`src/rtl/vram_arbiter.sv`:
```
// vram_arbiter: shares one single-port synchronous RAM between the video fetch
// engine and the CPU. Video always wins the slot and sees a fixed one-cycle read
// latency. CPU writes are posted into a small FIFO and drained in idle slots.
// CPU reads either hit the FIFO (forwarded from the youngest matching entry) or
// wait for a free slot and read the RAM.
//
// CPU handshake: cpu_req is raised with cpu_we/cpu_addr/cpu_wdata stable and is
// held until cpu_ack. cpu_ack is a one-cycle registered pulse that completes
// exactly one transaction. On reads, cpu_rdata is valid in the same cycle as
// cpu_ack. During the ack cycle cpu_req is ignored, so the requester may change
// its request (or present a new one) from the next cycle on.
module vram_arbiter #(
    parameter int AW         = 16,
    parameter int DW         = 8,
    parameter int WBUF_DEPTH = 4
) (
    input  logic                          clk,
    input  logic                          resetn,
    input  logic                          vid_req,
    input  logic [AW-1:0]                 vid_addr,
    output logic [DW-1:0]                 vid_data,
    output logic                          vid_valid,
    input  logic                          cpu_req,
    input  logic                          cpu_we,
    input  logic [AW-1:0]                 cpu_addr,
    input  logic [DW-1:0]                 cpu_wdata,
    output logic                          cpu_ack,
    output logic [DW-1:0]                 cpu_rdata,
    output logic [AW-1:0]                 mem_addr,
    output logic [DW-1:0]                 mem_wdata,
    output logic                          mem_we,
    input  logic [DW-1:0]                 mem_rdata,
    output logic [$clog2(WBUF_DEPTH):0]   wbuf_level,
    output logic [1:0]                    dbg_cpu_state
);

    localparam int PW = $clog2(WBUF_DEPTH);
    localparam int LW = PW + 1;

    typedef enum logic [1:0] {
        C_IDLE  = 2'd0,
        C_RDATA = 2'd1,
        C_ACK   = 2'd2
    } cpu_state_t;

    cpu_state_t        state, state_nxt;

    // Posted-write FIFO storage and bookkeeping
    logic [AW-1:0]     buf_addr [WBUF_DEPTH];
    logic [DW-1:0]     buf_data [WBUF_DEPTH];
    logic [PW-1:0]     head, tail;
    logic [LW-1:0]     level;

    logic              wb_full, wb_empty;
    logic              hit;
    logic [DW-1:0]     fwd_data;
    logic              push, pop, rd_issue, fwd_take;

    // full/empty reflect the FIFO as it stands at the start of the cycle
    assign wb_full  = (level == LW'(WBUF_DEPTH));
    assign wb_empty = (level == '0);

    // Search the FIFO oldest-to-youngest so the youngest match wins; the head
    // entry counts even if it is being drained this very cycle.
    always_comb begin
        hit      = 1'b0;
        fwd_data = '0;
        for (int i = 0; i < WBUF_DEPTH; i++) begin
            if ((LW'(i) < level) && (buf_addr[head + PW'(i)] == cpu_addr)) begin
                hit      = 1'b1;
                fwd_data = buf_data[head + PW'(i)];
            end
        end
    end

    // CPU FSM next state and the per-cycle CPU actions
    always_comb begin
        state_nxt = state;
        push      = 1'b0;
        rd_issue  = 1'b0;
        fwd_take  = 1'b0;
        case (state)
            C_IDLE: begin
                if (cpu_req) begin
                    if (cpu_we) begin
                        if (!wb_full) begin
                            push      = 1'b1;
                            state_nxt = C_ACK;
                        end
                    end else if (hit) begin
                        fwd_take  = 1'b1;
                        state_nxt = C_ACK;
                    end else if (!vid_req) begin
                        rd_issue  = 1'b1;
                        state_nxt = C_RDATA;
                    end
                end
            end
            C_RDATA: state_nxt = C_ACK;
            C_ACK:   state_nxt = C_IDLE;
            default: state_nxt = C_IDLE;
        endcase
    end

    // Slot owner: video, then CPU read issue, then FIFO drain
    always_comb begin
        pop       = !vid_req && !rd_issue && !wb_empty;
        mem_we    = pop;
        mem_wdata = buf_data[head];
        if (vid_req) begin
            mem_addr = vid_addr;
        end else if (rd_issue) begin
            mem_addr = cpu_addr;
        end else begin
            mem_addr = buf_addr[head];
        end
    end

    // FIFO payload; reset only clears the pointers, the stale payload is never read
    always_ff @(posedge clk) begin
        if (push) begin
            buf_addr[tail] <= cpu_addr;
            buf_data[tail] <= cpu_wdata;
        end
    end

    // State register, FIFO pointers and registered outputs
    always_ff @(posedge clk or negedge resetn) begin
        if (!resetn) begin
            state     <= C_IDLE;
            head      <= '0;
            tail      <= '0;
            level     <= '0;
            cpu_ack   <= 1'b0;
            cpu_rdata <= '0;
            vid_valid <= 1'b0;
        end else begin
            state     <= state_nxt;
            vid_valid <= vid_req;
            cpu_ack   <= (state_nxt == C_ACK);
            if (fwd_take) begin
                cpu_rdata <= fwd_data;
            end else if (state == C_RDATA) begin
                cpu_rdata <= mem_rdata;
            end
            if (push) begin
                tail <= tail + 1'b1;
            end
            if (pop) begin
                head <= head + 1'b1;
            end
            case ({push, pop})
                2'b10:   level <= level + 1'b1;
                2'b01:   level <= level - 1'b1;
                default: level <= level;
            endcase
        end
    end

    assign vid_data      = mem_rdata;
    assign wbuf_level    = level;
    assign dbg_cpu_state = state;

endmodule

```
`config.mk`:
```
export PLATFORM = sky130hd
export DESIGN_NAME = vram_arbiter
export DESIGN_NICKNAME = d
export VERILOG_FILES = /design/src/rtl/vram_arbiter.sv
export SDC_FILE = /design/constraint.sdc
export NUM_CORES = 1
export LEC_CHECK = 0
export ABC_AREA = 1
export BUFFER_PORTS_ARGS = -buffer_cell sky130_fd_sc_hd__buf_2
export CAP_MARGIN = 20
export CORE_AREA = 5 5 149 151
export DETAILED_ROUTE_END_ITERATION = 8
export DIE_AREA = 0 0 154 156
export MAX_ROUTING_LAYER = met4
export SLEW_MARGIN = 5
export SYNTH_ARGS = -nofsm -noshare
export SYNTH_HDL_FRONTEND = slang
export SYNTH_SLANG_ARGS = --single-unit
export TNS_END_PERCENT = 1
```
`constraint.sdc`:
```
create_clock -name clk -period 3.5 [get_ports clk]
set_clock_uncertainty 0.05 [all_clocks]
set_input_delay 1.05 -clock clk [delete_from_list [all_inputs] [get_ports clk]]
set_output_delay 1.05 -clock clk [all_outputs]
set_load 0.01 [all_outputs]
```
==> results of run 1 <==
-- timing repair --
action,4_1_cts,5_1_grt
gates resized for setup,15,23
endpoints found under the setup margin,17,17
pin swaps,1,5
setup buffers,0,6
gates cloned,0,2
-- sequential cells by signal (all words and copies together) (netlist names) --
signal	flops
wbuf_level	3
buf_data	32
buf_addr	64
tail	2
cpu_rdata	8
cpu_ack	1
head	2
vid_valid	1
dbg_cpu_state	2
-- cell type report --
class / instances / area [um2]
Timing Repair Buffer: 228 / 1662
Multi-Input combinational cell: 880 / 4224
Inverter: 79 / 304.0
Clock buffer: 17 / 425.4
Clock inverter: 15 / 156.4
Tap cell: 275 / 344.1
Fill cell: 2068 / 10210
Sequential cell: 115 / 3362
-- worst max-delay path, stage by stage (launching register included) --
cell	delay (ps)
dfrtp_4	540
buf_12	170
nand2_1	100
nand2_4	100
buf_6	160
nand2_1	80
nand2_1	70
nand2_2	100
o21ai_2	70
nor2_1	80
nand2_1	110
nor2_4	150
nand3_4	90
nand2_4	90
nor2_4	40
nand2_4	100
inv_2	60
buf_12	150
nand2_1	70
o211ai_2	70
buf_2	140
-- logic make-up (layout without fill, tap and decap cells) --
group                    after synthesis  after routing  synth area share (%)
AND/OR/NAND/NOR                      721            721                 36.98
buffers and inverters                137            339                 8.167
AO/OA/AOI/OAI                        120            120                 8.797
flip-flops                           115            115                 41.20
multiplexers                          16             16                 1.965
XOR/XNOR                              14             14                 1.504
adder cells (fa/ha/maj)                9              9                 1.382
-- layout by cell type, fill, tap and decap left out, types with 16 or more instances in the layout --
master     netlist  final
buf_2           19    100
inv_1           75     74
o21ai_0         74     69
nand2_1        483    475
dfrtp_1         19     18
mux2i_1         16     16
nand3_1        132    129
clkbuf_16        0     19
buf_4           12    111
edfxtp_1        96     96
nor2_1          67     56
-- metrics by stage --
| step | TNS (ps) | utilization, % | hold slack [ps] | total power [uW] |
|---|---|---|---|---|
| 2_1_floorplan | 0 | - | 506.6 | 4956 |
| 3_3_place_gp | -4871 | 46.78 | 466.8 | 6755 |
| 3_5_place_dp | -5531 | 46.78 | 469.4 | 6791 |
| 4_1_cts | -8838 | 49.80 | 481.0 | 8587 |
| 5_1_grt | -12200 | 50.64 | 502.1 | 9533 |
| 6_report | -9550 | 50.64 | 480.4 | 8821 |
-- power by group through the flow --
stage          registers, uW  logic (uW)  clock network [uW]
4_1_cts                 1780        5070                1740
5_1_grt                 1800        5930                1800
3_3_place_gp            1800        4960                   0
3_5_place_dp            1800        4990                   0
6_report                1780        5330                1710
2_1_floorplan           1810        3150                   0
-- how the worst min path moves through the flow --
stage	from	endpoint	slack, ps	depth (start not counted)
3_3_place_gp	cpu_rdata[1]	cpu_rdata[1]	470	2
5_1_grt	cpu_rdata[5]	cpu_rdata[5]	500	2
4_1_cts	cpu_rdata[5]	cpu_rdata[5]	480	2
2_1_floorplan	tail[1]	tail[1]	510	2
3_5_place_dp	cpu_rdata[5]	cpu_rdata[5]	470	2
6_report	cpu_rdata[5]	cpu_rdata[5]	480	2
-- per-layer routing --
| layer | track usage, % | vias to the layer above | routed length [um] |
|---|---|---|---|
| li1 | - | 4098 | - |
| met1 | 28.75 | 3697 | 11550 |
| met2 | 33.13 | 252 | 11280 |
| met3 | 4.078 | 27 | 1590 |
| met4 | 5.383 | 0 | 348 |
| met5 | - | - | 0 |
==> flow_summary.toml, run 1 <==
[detailed_routing]
drt-pass1-iter-count = 5
drt-initial-drc-count = 607
antenna_left = 0
routed_wl_mm = 24.77
vias = 8074
drcViolationCount = 0
viasPerCell = 5.018
wl_per_cell_um = 15.39

[synth]
syn_nets = 1194
dominantRegCellSynth = "edfxtp_1"
yosys_warnings = 0
synth_area_leaders = "edfxtp_1 (35%), nand2_1 (22%), nand3_1 (8.1%), dfrtp_1 (5.8%), o21ai_0 (4.5%)"
synth_edf_count = 96
synth_area_mm2 = 0.008150
ys_seq_area_share_pct = 41.20
synthTopCellsByCount = "nand2_1 (483), nand3_1 (132), edfxtp_1 (96)"
yosysTopAreaCell = "edfxtp_1"
synth_cell_types = 33
synthCells = 1132
async_reset_ff_share_pct = 16.52
synth_top_area_share_pct = 35.37
ys_ff_latch = 115
syn_area_per_cell_um2 = 7.200
synth.most_common_cell = "nand2_1"

[timing]
fin_crit_ps = 4077
fmax_mhz = 245.3
rsz0062_at_grt = "true"
setup_viol = 17
slew_headroom_pct = 65.19
drv_slew = 0
timing.final.crit_share_pct = 116.5
fin_ws_ps = -576.6
finalHoldViolCount = 0
worst_pin_slew_ps = 520.6

[critical_path]
required_ps = 2400
critPathCapture = "mem_addr[5]"
end_kind = "primary output"
crit_path_max_fanout = 15
arrival_ps = 2980
crit_start = "head[0]"
r2r_cells = 24
rrSetupSlack_ps = 220
r2r_start = "head[0]"
critPathKind = "flop to primary output"
timing.rr.end = "wbuf_level[2]"
start_kind = "flop"

[run]
maxCapViolations = 0

[clock_tree]
clock_path_buffers = 2
clkTransAtPathRegs_ps = 60
clk_latency_ps = 420
clkSinkCount = 115
root_buffer = "clkbuf_16"
cts_tree = "done"
h-tree-depth = 4
hold_buffers = 0
cts_buffers = 17

[layout]
final_layout_size_suffix_gt1_share_pct = 24.59
antennaDiodeCount = 0
final_area_mm2 = 0.01048
syn2layout_area_growth_pct = 28.55
nets = 1383
layout.cells.non_filler = 1609

[floorplan]
ios = 101
die_area_mm2 = 0.02402
die_y_um = 156
floorplan.initialDensity_pct = 39.39
core.rowCount = 53
core_mm2 = 0.02069
die_w_um = 154

[power_and_ir_drop]
p_seq_share_pct = 20.2
powerDensity_mw_per_mm2 = 841.9
power.internal_uw = 4870
combPwrFrac_pct = 60.4
power.share.switching_pct = 44.80
p_sw_uw = 3952
leakagePower_uw = 0.005092
irDropWorstVdd_mv = 0.3716
clockPowerShare_pct = 19.4

[run_status]
status = "complete, but fails checks"
violations = "setup timing"

[global_route]
grt_antenna_before_repair = 0
grt_pass1_vias = 7505
grt_start_max_net_pins = 32
grt.overflow.total = 0
grt_pass1_wl_mm = 38.97
grt_usage_pct = 21.28

[hold_path]
hp-class = "flop to flop"

[place]
dpl.hpwl_mm = 18.52
io_buffers = 100
placed_cells = 1569
gp_congestion = 0.9167
placed_area_mm2 = 0.009678
dp_slack_ps = -363.4
Power figures use the tool's default switching activity.
==> inputs of run 2 (changes only) <==
--- a/config.mk
+++ b/config.mk
@@ -12,6 +12,7 @@
 export DETAILED_ROUTE_END_ITERATION = 8
 export DIE_AREA = 0 0 154 156
 export MAX_ROUTING_LAYER = met4
+export PLACE_DENSITY_LB_ADDON = 0.15
 export SLEW_MARGIN = 5
 export SYNTH_ARGS = -nofsm -noshare
 export SYNTH_HDL_FRONTEND = slang
==> flow_summary.toml, run 2 (synthesis results as in run 1) <==
[run_status]
status = "complete, but fails checks"
violations = "setup timing"

[clock_tree]
clkSinkCount = 115
hold_buffers = 0
clkTransAtPathRegs_ps = 50
cts_buffers = 17
root_buffer = "clkbuf_16"
cts_tree = "done"
clk_latency_ps = 420
h-tree-depth = 4
clock_path_buffers = 2

[timing]
finalHoldViolCount = 0
hold_ws_ps = 479.8
worst_pin_slew_ps = 509.4
setup_viol = 17
fmax_mhz = 241.9
timing.final.crit_share_pct = 118.1
rsz0062_at_grt = "true"
fin_crit_ps = 4135
fin_ws_ps = -634.7
slew_headroom_pct = 65.94
drv_slew = 0

[critical_path]
start_kind = "flop"
rrSetupSlack_ps = 320
end_kind = "primary output"
cp_top_family = "simple AND/OR/NAND/NOR gates"
cp_num_buf_inv = 6
crit_path_max_incr_delay_ps = 540
required_ps = 2400
crit_path_max_fanout = 7
crit_chain = "buf_12, nand2_4, nand2_8, clkbuf_16, buf_4, nand2_2, o21ai_2, xor2_1, nor2_2, nand3_2, nand2_2, nor2_4, nand2_4, inv_6, buf_4, nand2_1, o211ai_2, buf_2"
critPathKind = "flop to primary output"
cp_slowest_cell = "dfrtp_4"
arrival_ps = 3030

[place]
gp_congestion = 0.8972
dp_slack_ps = -408.5
dpl.hpwl_mm = 18.65
io_buffers = 100

[floorplan]
core_mm2 = 0.02069
floorplan.initialDensity_pct = 39.39
die_y_um = 156
core.rowCount = 53
die_w_um = 154
die_area_mm2 = 0.02402
ios = 101

[layout]
utilization_pct = 54.34
largest_reg_flops = 64
top_regs = "buf_addr x64, buf_data x32, cpu_rdata x8"
regMostFlops = "buf_addr"
layout_commonest_cell = "nand2_1"
final_cell_mix = "nand2_1 (416), nand3_1 (118), buf_4 (111)"
syn2layout_area_growth_pct = 37.93
nets = 1404
final_layout_size_suffix_gt1_share_pct = 32.25
antennaDiodeCount = 0

[global_route]
grt_start_max_net_pins = 29
grt_pass1_wl_mm = 39.01
grt_antenna_before_repair = 0
grt_pass1_vias = 7221
grt_usage_pct = 21.38
grt.overflow.total = 0

[detailed_routing]
drt-initial-drc-count = 575
vias = 8311
antenna_left = 0
wl_per_cell_um = 16.88
viasPerCell = 5.099
drcViolationCount = 0
routed_wl_mm = 27.52
drt-pass1-iter-count = 7

[power_and_ir_drop]
combPwrFrac_pct = 65.1
leakagePower_uw = 0.005354
clockPowerShare_pct = 16.6
powerDensity_mw_per_mm2 = 875.7
power.internal_uw = 5407
power.share.switching_pct = 45.08
p_seq_share_pct = 18.4
irDropWorstVdd_mv = 0.5732
p_sw_uw = 4438

[hold_path]
hp-class = "flop to flop"

[run]
maxCapViolations = 0
[run 2: cell count changes in the layout (fill, tap and decap cells not counted), sizes merged, moves of 2 or more]
cell,before,now
buf,226,237
bufinv,2,0
clkbuf,19,32
clkinv,9,5
clkinvlp,1,6
inv,82,79
[run 2: tightest hold or removal path, cell delays in order (launching register included)]
cell and delay, ps:
dfrtp_1 340, nor2_1 50, a21oi_1 100
[run 2: per-stage QoR]
| stage | TNS (ps) | instance area (um2) | cells | total power [uW] |
|---|---|---|---|---|
| after floorplan | 0 | 8150 | 1132 | 4956 |
| after global placement | -5453 | 9602 | 1562 | 6703 |
| after detailed placement | -6268 | 9602 | 1562 | 6742 |
| after CTS | -9723 | 10190 | 1594 | 8422 |
| after global routing | -12770 | 11240 | 1630 | 10540 |
| final | -10400 | 11240 | 1630 | 9845 |
[run 2: metal layers]
metal | GRT usage, % | wire length (um)
met1 | 29.87 | 12410
met2 | 32.38 | 12580
met3 | 3.994 | 1949
met4 | 5.130 | 583
met5 | - | 0
[run 2: what timing repair did]
item,4_1_cts,5_1_grt
gates resized for setup,8,175
setup buffers,0,24
setup endpoints to repair,17,17
pin swaps,1,69
cloned,0,13
[run 2: worst paths after layout]
check	start	to	cells after the start
setup reg to reg	head[0]	wbuf_level[2]	20
hold / removal	cpu_rdata[4]	cpu_rdata[4]	2
min in group asynchronous	resetn	cpu_rdata[5]	1
hold reg to reg	cpu_rdata[4]	cpu_rdata[4]	2
max in group asynchronous	resetn	head[0]	1
setup / recovery	head[0]	mem_addr[12]	18
[run 2: cell type report]
class,count,area [um2]
Sequential cell,115,3363
Timing Repair Buffer,248,2027
Fill cell,1982,9448
Clock inverter,11,77.57
Clock buffer,21,483.0
Tap cell,275,344.1
Inverter,79,316.6
Multi-Input combinational cell,881,4631
[run 2: power groups by stage]
stage	combinational (uW)	sequential, uW	clock (uW)
after floorplan	3150	1810	0
after global placement	4890	1810	0
after detailed placement	4930	1810	0
after CTS	4980	1790	1660
after global routing	6990	1830	1720
final	6400	1810	1630
